<file path="config.mk">
export PLATFORM = sky130hd
export DESIGN_NAME = router_ingress_ctrl
export DESIGN_NICKNAME = d
export VERILOG_FILES = /design/src/rtl/router_ingress_ctrl.sv
export SDC_FILE = /design/constraint.sdc
export NUM_CORES = 1
export LEC_CHECK = 0
export CORE_AREA = 10 10 88 90
export DETAILED_ROUTE_END_ITERATION = 6
export DIE_AREA = 0 0 98 100
export DONT_BUFFER_PORTS = 1
export PLACE_DENSITY = 0.8
export SLEW_MARGIN = 20
export SYNTH_ARGS = -nofsm -noshare
export SYNTH_HDL_FRONTEND = slang
export SYNTH_SLANG_ARGS = --single-unit
</file>
<file path="constraint.sdc">
create_clock -name write_clk -period 5.6 [get_ports write_clk]
set_input_delay 1.12 -clock write_clk [delete_from_list [all_inputs] [get_ports write_clk]]
set_output_delay 1.12 -clock write_clk [all_outputs]
set_load 0.01 [all_outputs]
</file>
<file path="src/rtl/router_ingress_ctrl.sv">
// Ingress controller of the 1x3 router.
// Decodes the packet header, steers header, payload and parity bytes into the
// addressed FIFO write port, backpressures the source on FIFO full, checks
// packet parity and keeps saturating good/error packet counters.
module router_ingress_ctrl #(
  parameter int ADDR_WIDTH = 2,
  parameter int LEN_WIDTH  = 6,
  parameter int CNT_WIDTH  = 16
) (
  input  logic                            write_clk,
  input  logic                            reset,
  input  logic                            i_in_valid,
  input  logic [ADDR_WIDTH+LEN_WIDTH-1:0] i_in_data,
  output logic                            o_in_ready,
  input  logic [2:0]                      i_fifo_full,
  output logic [2:0]                      o_fifo_wr_inc,
  output logic [ADDR_WIDTH+LEN_WIDTH-1:0] o_fifo_data,
  output logic                            o_pkt_done,
  output logic                            o_par_err,
  output logic                            o_drop_err,
  output logic [CNT_WIDTH-1:0]            o_ok_cnt,
  output logic [CNT_WIDTH-1:0]            o_err_cnt
);

  localparam int DATA_WIDTH = ADDR_WIDTH + LEN_WIDTH;
  localparam int NUM_PORTS  = 3;

  typedef enum logic [2:0] {
    S_IDLE,
    S_HDR,
    S_PAYLOAD,
    S_PARITY,
    S_DROP
  } state_t;

  state_t                  r_state;
  state_t                  w_state_next;

  logic [DATA_WIDTH-1:0]   r_hdr;
  logic [ADDR_WIDTH-1:0]   r_dest;
  logic [LEN_WIDTH-1:0]    r_len;
  logic [DATA_WIDTH-1:0]   r_par;
  logic                    r_pkt_done;
  logic                    r_par_err;
  logic                    r_drop_err;
  logic [CNT_WIDTH-1:0]    r_ok_cnt;
  logic [CNT_WIDTH-1:0]    r_err_cnt;

  logic [ADDR_WIDTH-1:0]   w_hdr_dest;
  logic [LEN_WIDTH-1:0]    w_hdr_len;
  logic                    w_hdr_bad;
  logic [NUM_PORTS-1:0]    w_port_sel;
  logic                    w_dest_full;
  logic                    w_accept;
  logic                    w_write;
  logic                    w_done_par;
  logic                    w_done_drop;
  logic                    w_par_bad;

  // Header field decode straight from the incoming byte
  assign w_hdr_dest = i_in_data[ADDR_WIDTH-1:0];
  assign w_hdr_len  = i_in_data[DATA_WIDTH-1:ADDR_WIDTH];
  assign w_hdr_bad  = (w_hdr_dest >= ADDR_WIDTH'(NUM_PORTS));

  // Per-port select of the latched destination; drives strobes and full mux
  genvar gi;
  generate
    for (gi = 0; gi < NUM_PORTS; gi++) begin : g_port
      assign w_port_sel[gi]    = (r_dest == ADDR_WIDTH'(gi));
      assign o_fifo_wr_inc[gi] = w_write & w_port_sel[gi];
    end
  endgenerate

  // Only the addressed FIFO's full flag matters; others are ignored
  assign w_dest_full = |(i_fifo_full & w_port_sel);

  assign w_accept    = i_in_valid & o_in_ready;
  assign w_done_par  = (r_state == S_PARITY) & w_accept;
  assign w_done_drop = (r_state == S_DROP) & w_accept & (r_len == '0);
  assign w_par_bad   = (i_in_data != r_par);

  // State register
  always_ff @(posedge write_clk or posedge reset) begin
    if (reset) r_state <= S_IDLE;
    else       r_state <= w_state_next;
  end

  // Next-state logic
  always_comb begin
    w_state_next = r_state;
    case (r_state)
      S_IDLE:    if (w_accept) w_state_next = w_hdr_bad ? S_DROP : S_HDR;
      S_HDR:     if (w_write) w_state_next = (r_len != '0) ? S_PAYLOAD : S_PARITY;
      S_PAYLOAD: if (w_accept && (r_len == LEN_WIDTH'(1))) w_state_next = S_PARITY;
      S_PARITY:  if (w_accept) w_state_next = S_IDLE;
      S_DROP:    if (w_accept && (r_len == '0)) w_state_next = S_IDLE;
      default:   w_state_next = S_IDLE;
    endcase
  end

  // Handshake and FIFO write outputs; payload/parity bytes pass straight through
  always_comb begin
    o_in_ready  = 1'b0;
    w_write     = 1'b0;
    o_fifo_data = '0;
    case (r_state)
      S_IDLE: o_in_ready = 1'b1;
      S_HDR: begin
        w_write = !w_dest_full;
        if (w_write) o_fifo_data = r_hdr;
      end
      S_PAYLOAD, S_PARITY: begin
        o_in_ready = !w_dest_full;
        w_write    = i_in_valid & !w_dest_full;
        if (w_write) o_fifo_data = i_in_data;
      end
      S_DROP: o_in_ready = 1'b1;
      default: o_in_ready = 1'b0;
    endcase
  end

  // Header latch, remaining-byte down-counter and running parity
  always_ff @(posedge write_clk or posedge reset) begin
    if (reset) begin
      r_hdr  <= '0;
      r_dest <= '0;
      r_len  <= '0;
      r_par  <= '0;
    end else begin
      case (r_state)
        S_IDLE: if (w_accept) begin
          r_hdr  <= i_in_data;
          r_dest <= w_hdr_dest;
          r_len  <= w_hdr_len;
          r_par  <= i_in_data;
        end
        S_PAYLOAD: if (w_accept) begin
          r_par <= r_par ^ i_in_data;
          r_len <= r_len - LEN_WIDTH'(1);
        end
        S_DROP: if (w_accept && (r_len != '0)) begin
          r_len <= r_len - LEN_WIDTH'(1);
        end
        default: ;
      endcase
    end
  end

  // Registered end-of-packet status pulses, one per packet
  always_ff @(posedge write_clk or posedge reset) begin
    if (reset) begin
      r_pkt_done <= 1'b0;
      r_par_err  <= 1'b0;
      r_drop_err <= 1'b0;
    end else begin
      r_pkt_done <= w_done_par | w_done_drop;
      r_par_err  <= w_done_par & w_par_bad;
      r_drop_err <= w_done_drop;
    end
  end

  // Saturating good/error packet counters
  always_ff @(posedge write_clk or posedge reset) begin
    if (reset) begin
      r_ok_cnt  <= '0;
      r_err_cnt <= '0;
    end else begin
      if (w_done_par && !w_par_bad && (r_ok_cnt != '1))
        r_ok_cnt <= r_ok_cnt + CNT_WIDTH'(1);
      if (((w_done_par && w_par_bad) || w_done_drop) && (r_err_cnt != '1))
        r_err_cnt <= r_err_cnt + CNT_WIDTH'(1);
    end
  end

  assign o_pkt_done = r_pkt_done;
  assign o_par_err  = r_par_err;
  assign o_drop_err = r_drop_err;
  assign o_ok_cnt   = r_ok_cnt;
  assign o_err_cnt  = r_err_cnt;

endmodule
</file>
==> metrics.log <==
[metrics] Placement Setup Slack: between 1.5 and 2 ns
[metrics] cells along the critical path: mux2i_1 -> o21ai_0 -> nor2_1 -> nor2_1 -> nor3b_1
[metrics] First DRT Iteration DRCs: around 130
[metrics] detailed-route vias per instance: between 5 and 6
[metrics] hold_buf cts: 0
[metrics] ys flop type: sky130_fd_sc_hd__dfrtp_1
[metrics] power share of the combinational group: roughly a third
[metrics] Wirelength per Cell: between 15 and 20 um
[metrics] number of register bits inferred by synthesis: 60
[metrics] most frequent CP cell: sky130_fd_sc_hd__nor2_1
[metrics] register area share after synthesis: approximately 47%
[metrics] worst setup skew after layout: 0.0107 ns
[metrics] CP arrival: about 2.8 ns
[metrics] startpoint of the lowest-slack hold path: r_len[5]$_DFFE_PP0P_
[metrics] share of async-settable or async-resettable flops after synthesis: 100%
[metrics] total congestion overflow: 0
[metrics] first-pass GRT wire length: 11800 um
[metrics] total number of nets in the final design: ~350
[metrics] stage delay of the slowest cell on the critical path: a little over 0.6 ns
[metrics] initial cell density of the core: between 50% and 60%
[metrics] leading cell type in the layout, fill and taps excluded: sky130_fd_sc_hd__dfrtp_1
[metrics] total standard cell area after synthesis: approximately 0.0032 mm^2
[metrics] Residual DRC: 0
[metrics] Hold Path Stages: 1
[metrics] cells on worst reg2reg path: 6
[metrics] crit path max-delay cell type: sky130_fd_sc_hd__nor2_1
[metrics] crit share post-route: ~70%
[metrics] PnR Total Power: between 1.5 and 2 mW
[metrics] share of post-route cells with drive strength above 1: between 10% and 20%
[metrics] final setup violation count: 0
[metrics] post-synthesis cell type count: 43
[metrics] highest net fanout along the worst path: 9
[metrics] synthesis warning total: 0
[metrics] clock tree from TritonCTS: done
[metrics] end point of the worst hold path: r_len[5]$_DFFE_PP0P_
[metrics] post-synth top area share: a little under half
[metrics] antenna violations before repair: 0
[metrics] count of non-filler cells in the finished layout: between 400 and 500
[metrics] setup repair after global routing missed its margin: no
[metrics] Setup Fix Bufs, Post-CTS: 0
[metrics] buffer and inverter count on the worst path: 0
[metrics] total number of clock tree sinks: 60
[metrics] relative contribution of sequential cells to total power: 44.7%
[metrics] fin. max-slew vios: 0
[metrics] routed wire length: between 7000 and 8000 um
[metrics] cell type with the largest total area after synthesis: sky130_fd_sc_hd__dfrtp_1
[metrics] clock latency on the worst-skew pair: between 0.3 and 0.4 ns
[metrics] power density of the placed cells: 446 mW/mm^2
[metrics] clock tree root driver cell: sky130_fd_sc_hd__clkbuf_8
[metrics] number of buffers added on ports: 0
[metrics] Gate Count Post-Synth: ~320
[metrics] slack of the critical path: between 1.5 and 2 ns
[metrics] I/O pin count: 61
[metrics] hold violation count in the final report: 0
[metrics] Hold Path Class: reg -> reg
[metrics] reg2reg setup slack: 3.23 ns
[metrics] Std-Cell Rows: 29
[metrics] required time of the critical path: ~4.5 ns
[metrics] Worst-path clk slew: 0.06 ns
[metrics] post-synthesis net count: between 300 and 400
[metrics] total net switching power: 0.583 mW
[metrics] switching part of the total power: 38.1%
[metrics] maximum number of pins on one net before global-route repair: just over 60
[metrics] Worst Setup Start Kind: input pin
[metrics] headroom to the max-slew limit: between 40% and 50%
[metrics] number of diodes: 0
[metrics] CTS resizes: 0
[metrics] critical path class: in -> out
[metrics] core area: just over 0.006 mm^2
[metrics] global routing usage summed across all routing layers: around 15%
[metrics] count of flip-flops with a built-in enable after synthesis: 0
[metrics] via count of the first global-routing pass: ~2300
[metrics] DPL Wire Length: 5150 um
[metrics] average footprint of a synthesized cell: between 9 and 10 um^2
[metrics] placer congestion estimate: about 0.8
[metrics] Max clock buf depth: 2
[metrics] result of the run: completed
[metrics] Area growth, synth to finish: 7.83%
[metrics] Setup crit end kind: primary output
[metrics] reg-to-reg startpoint: r_hdr[1]$_DFFE_PP0P_
[metrics] number of buffers inserted during clock tree synthesis: 9
[metrics] iteration count of the initial detailed-routing pass: 4
[metrics] cell total after placement: roughly 390
[metrics] Final min period: around 3.9 ns
[metrics] Internal: roughly 0.95 mW
[metrics] highest attainable clock frequency: between 200 and 300 MHz
[metrics] reg-to-reg endpoint: o_ok_cnt[13]$_DFFE_PP0P_
[metrics] hold slack final: 0.519 ns
[metrics] x dimension of the die: between 90 and 100 um
[metrics] total negative slack for setup checks: 0 ns
[metrics] die height: approximately 100 um
[metrics] total die area: a little under 0.01 mm^2
[metrics] maximum level of the CTS H-tree: 3
[metrics] CP delay by family, top: simple AND/OR/NAND/NOR gates
[metrics] Clock power frac: a little under a quarter
[metrics] routed via count: 2399
[metrics] IR drop worst, VDD: 0.000281 V
[metrics] commonest cells after routing, fill and taps aside: 60 x sky130_fd_sc_hd__dfrtp_1, 29 x sky130_fd_sc_hd__xor2_1, 29 x sky130_fd_sc_hd__nand2_1
[metrics] max-cap viol count: 0
[metrics] synth top area cells: sky130_fd_sc_hd__dfrtp_1 47%, sky130_fd_sc_hd__xor2_1 8.0%, sky130_fd_sc_hd__a21oi_1 3.6%, sky130_fd_sc_hd__nand3_1 3.5%, sky130_fd_sc_hd__nand2_1 3.4%
[metrics] remaining antenna violation count: 0
[metrics] leakage component of the power: 1.56 nW
[metrics] transition at the pin with the smallest max-transition slack: approximately 0.85 ns
## cells by family (layout without fill, tap and decap cells)
logic type | count (synthesis) | count (layout) | synth area share, %
DFF | 60 | 60 | 47.2
AOI/OAI and AO/OA | 63 | 63 | 12.5
and+or+nand+nor | 127 | 127 | 21.7
adders and majority gates | 5 | 5 | 1.97
xor gates and xnor gates | 37 | 37 | 10.2
muxes | 10 | 10 | 3.46
buffers and inverters | 22 | 28 | 2.95
## sequential cells by signal (all words and copies together), names as in the netlist
| signal | cells |
|---|---|
| r_par | 8 |
| o_err_cnt | 16 |
| r_len | 6 |
| o_pkt_done | 1 |
| r_hdr | 8 |
| o_ok_cnt | 16 |
| o_drop_err | 1 |
| o_par_err | 1 |
| r_state | 3 |
## synthesized netlist by cell type (all sizes together) (4+ instances only)
cell type  instances
nor4              11
nand2             29
a21oi             23
ha                 5
xnor2              8
nand4              6
xor2              29
mux2               8
a31oi              4
o21ai             15
nand2b             4
buf                4
nor2              22
inv               10
nand3             22
a22o               8
dfrtp             60
nor3              17
clkbuf             8
## worst max-delay path by stage
| stage | start | end | cells after the start |
|---|---|---|---|
| finish | i_fifo_full[2] | o_fifo_wr_inc[2] | 5 |
| global route | i_fifo_full[2] | o_fifo_wr_inc[2] | 5 |
| CTS | i_fifo_full[2] | o_fifo_wr_inc[2] | 5 |
| detailed placement | i_fifo_full[2] | o_fifo_wr_inc[2] | 5 |
| global placement | i_fifo_full[2] | o_fifo_wr_inc[2] | 5 |
| floorplan | i_fifo_full[2] | o_fifo_wr_inc[1] | 5 |
## worst reg2reg max path: cells and delay by family, from the launching register on
kind / cells / cell delay [ns]
flops: 1 / 0.50
simple gates: 3 / 1.10
mux: 1 / 0.34
xor+xnor: 1 / 0.19
compound gates: 1 / 0.16
## per-layer routing
metal  routed length (um)  part of all wire, %  track usage (%)
met1                 3050                   43             17.8
met2                 3520                   49             23.1
met3                  474                  6.6             4.05
met4                   87                  1.2             6.94
met5                    0                    0                0
## layout make-up
| cell class | count | area [um^2] |
|---|---|---|
| clock inverters | 4 | 51.3 |
| clock buffers | 11 | 131 |
| flip-flops and latches | 60 | 1500 |
| fillers | 521 | 2710 |
| inverters | 10 | 37.5 |
| well taps | 77 | 96.3 |
| repair buffers | 3 | 22.5 |
| multi-input cells | 242 | 1590 |
## power groups by stage
stage | Clock [mW] | Sequential, mW | Combinational [mW]
after floorplan | 0 | 0.637 | 0.418
after global placement | 0 | 0.682 | 0.457
after detailed placement | 0 | 0.687 | 0.481
after CTS | 0.374 | 0.680 | 0.482
after global routing | 0.392 | 0.703 | 0.549
final | 0.364 | 0.684 | 0.481
## metrics by stage
step / utilization, % / area, um^2
after CTS: 55.8 / 3420
after detailed placement: 52.8 / 3240
after floorplan: - / 3180
after global placement: 52.8 / 3240
final: 55.9 / 3430
after global routing: 55.9 / 3430
(Power assumes the default switching activity.)
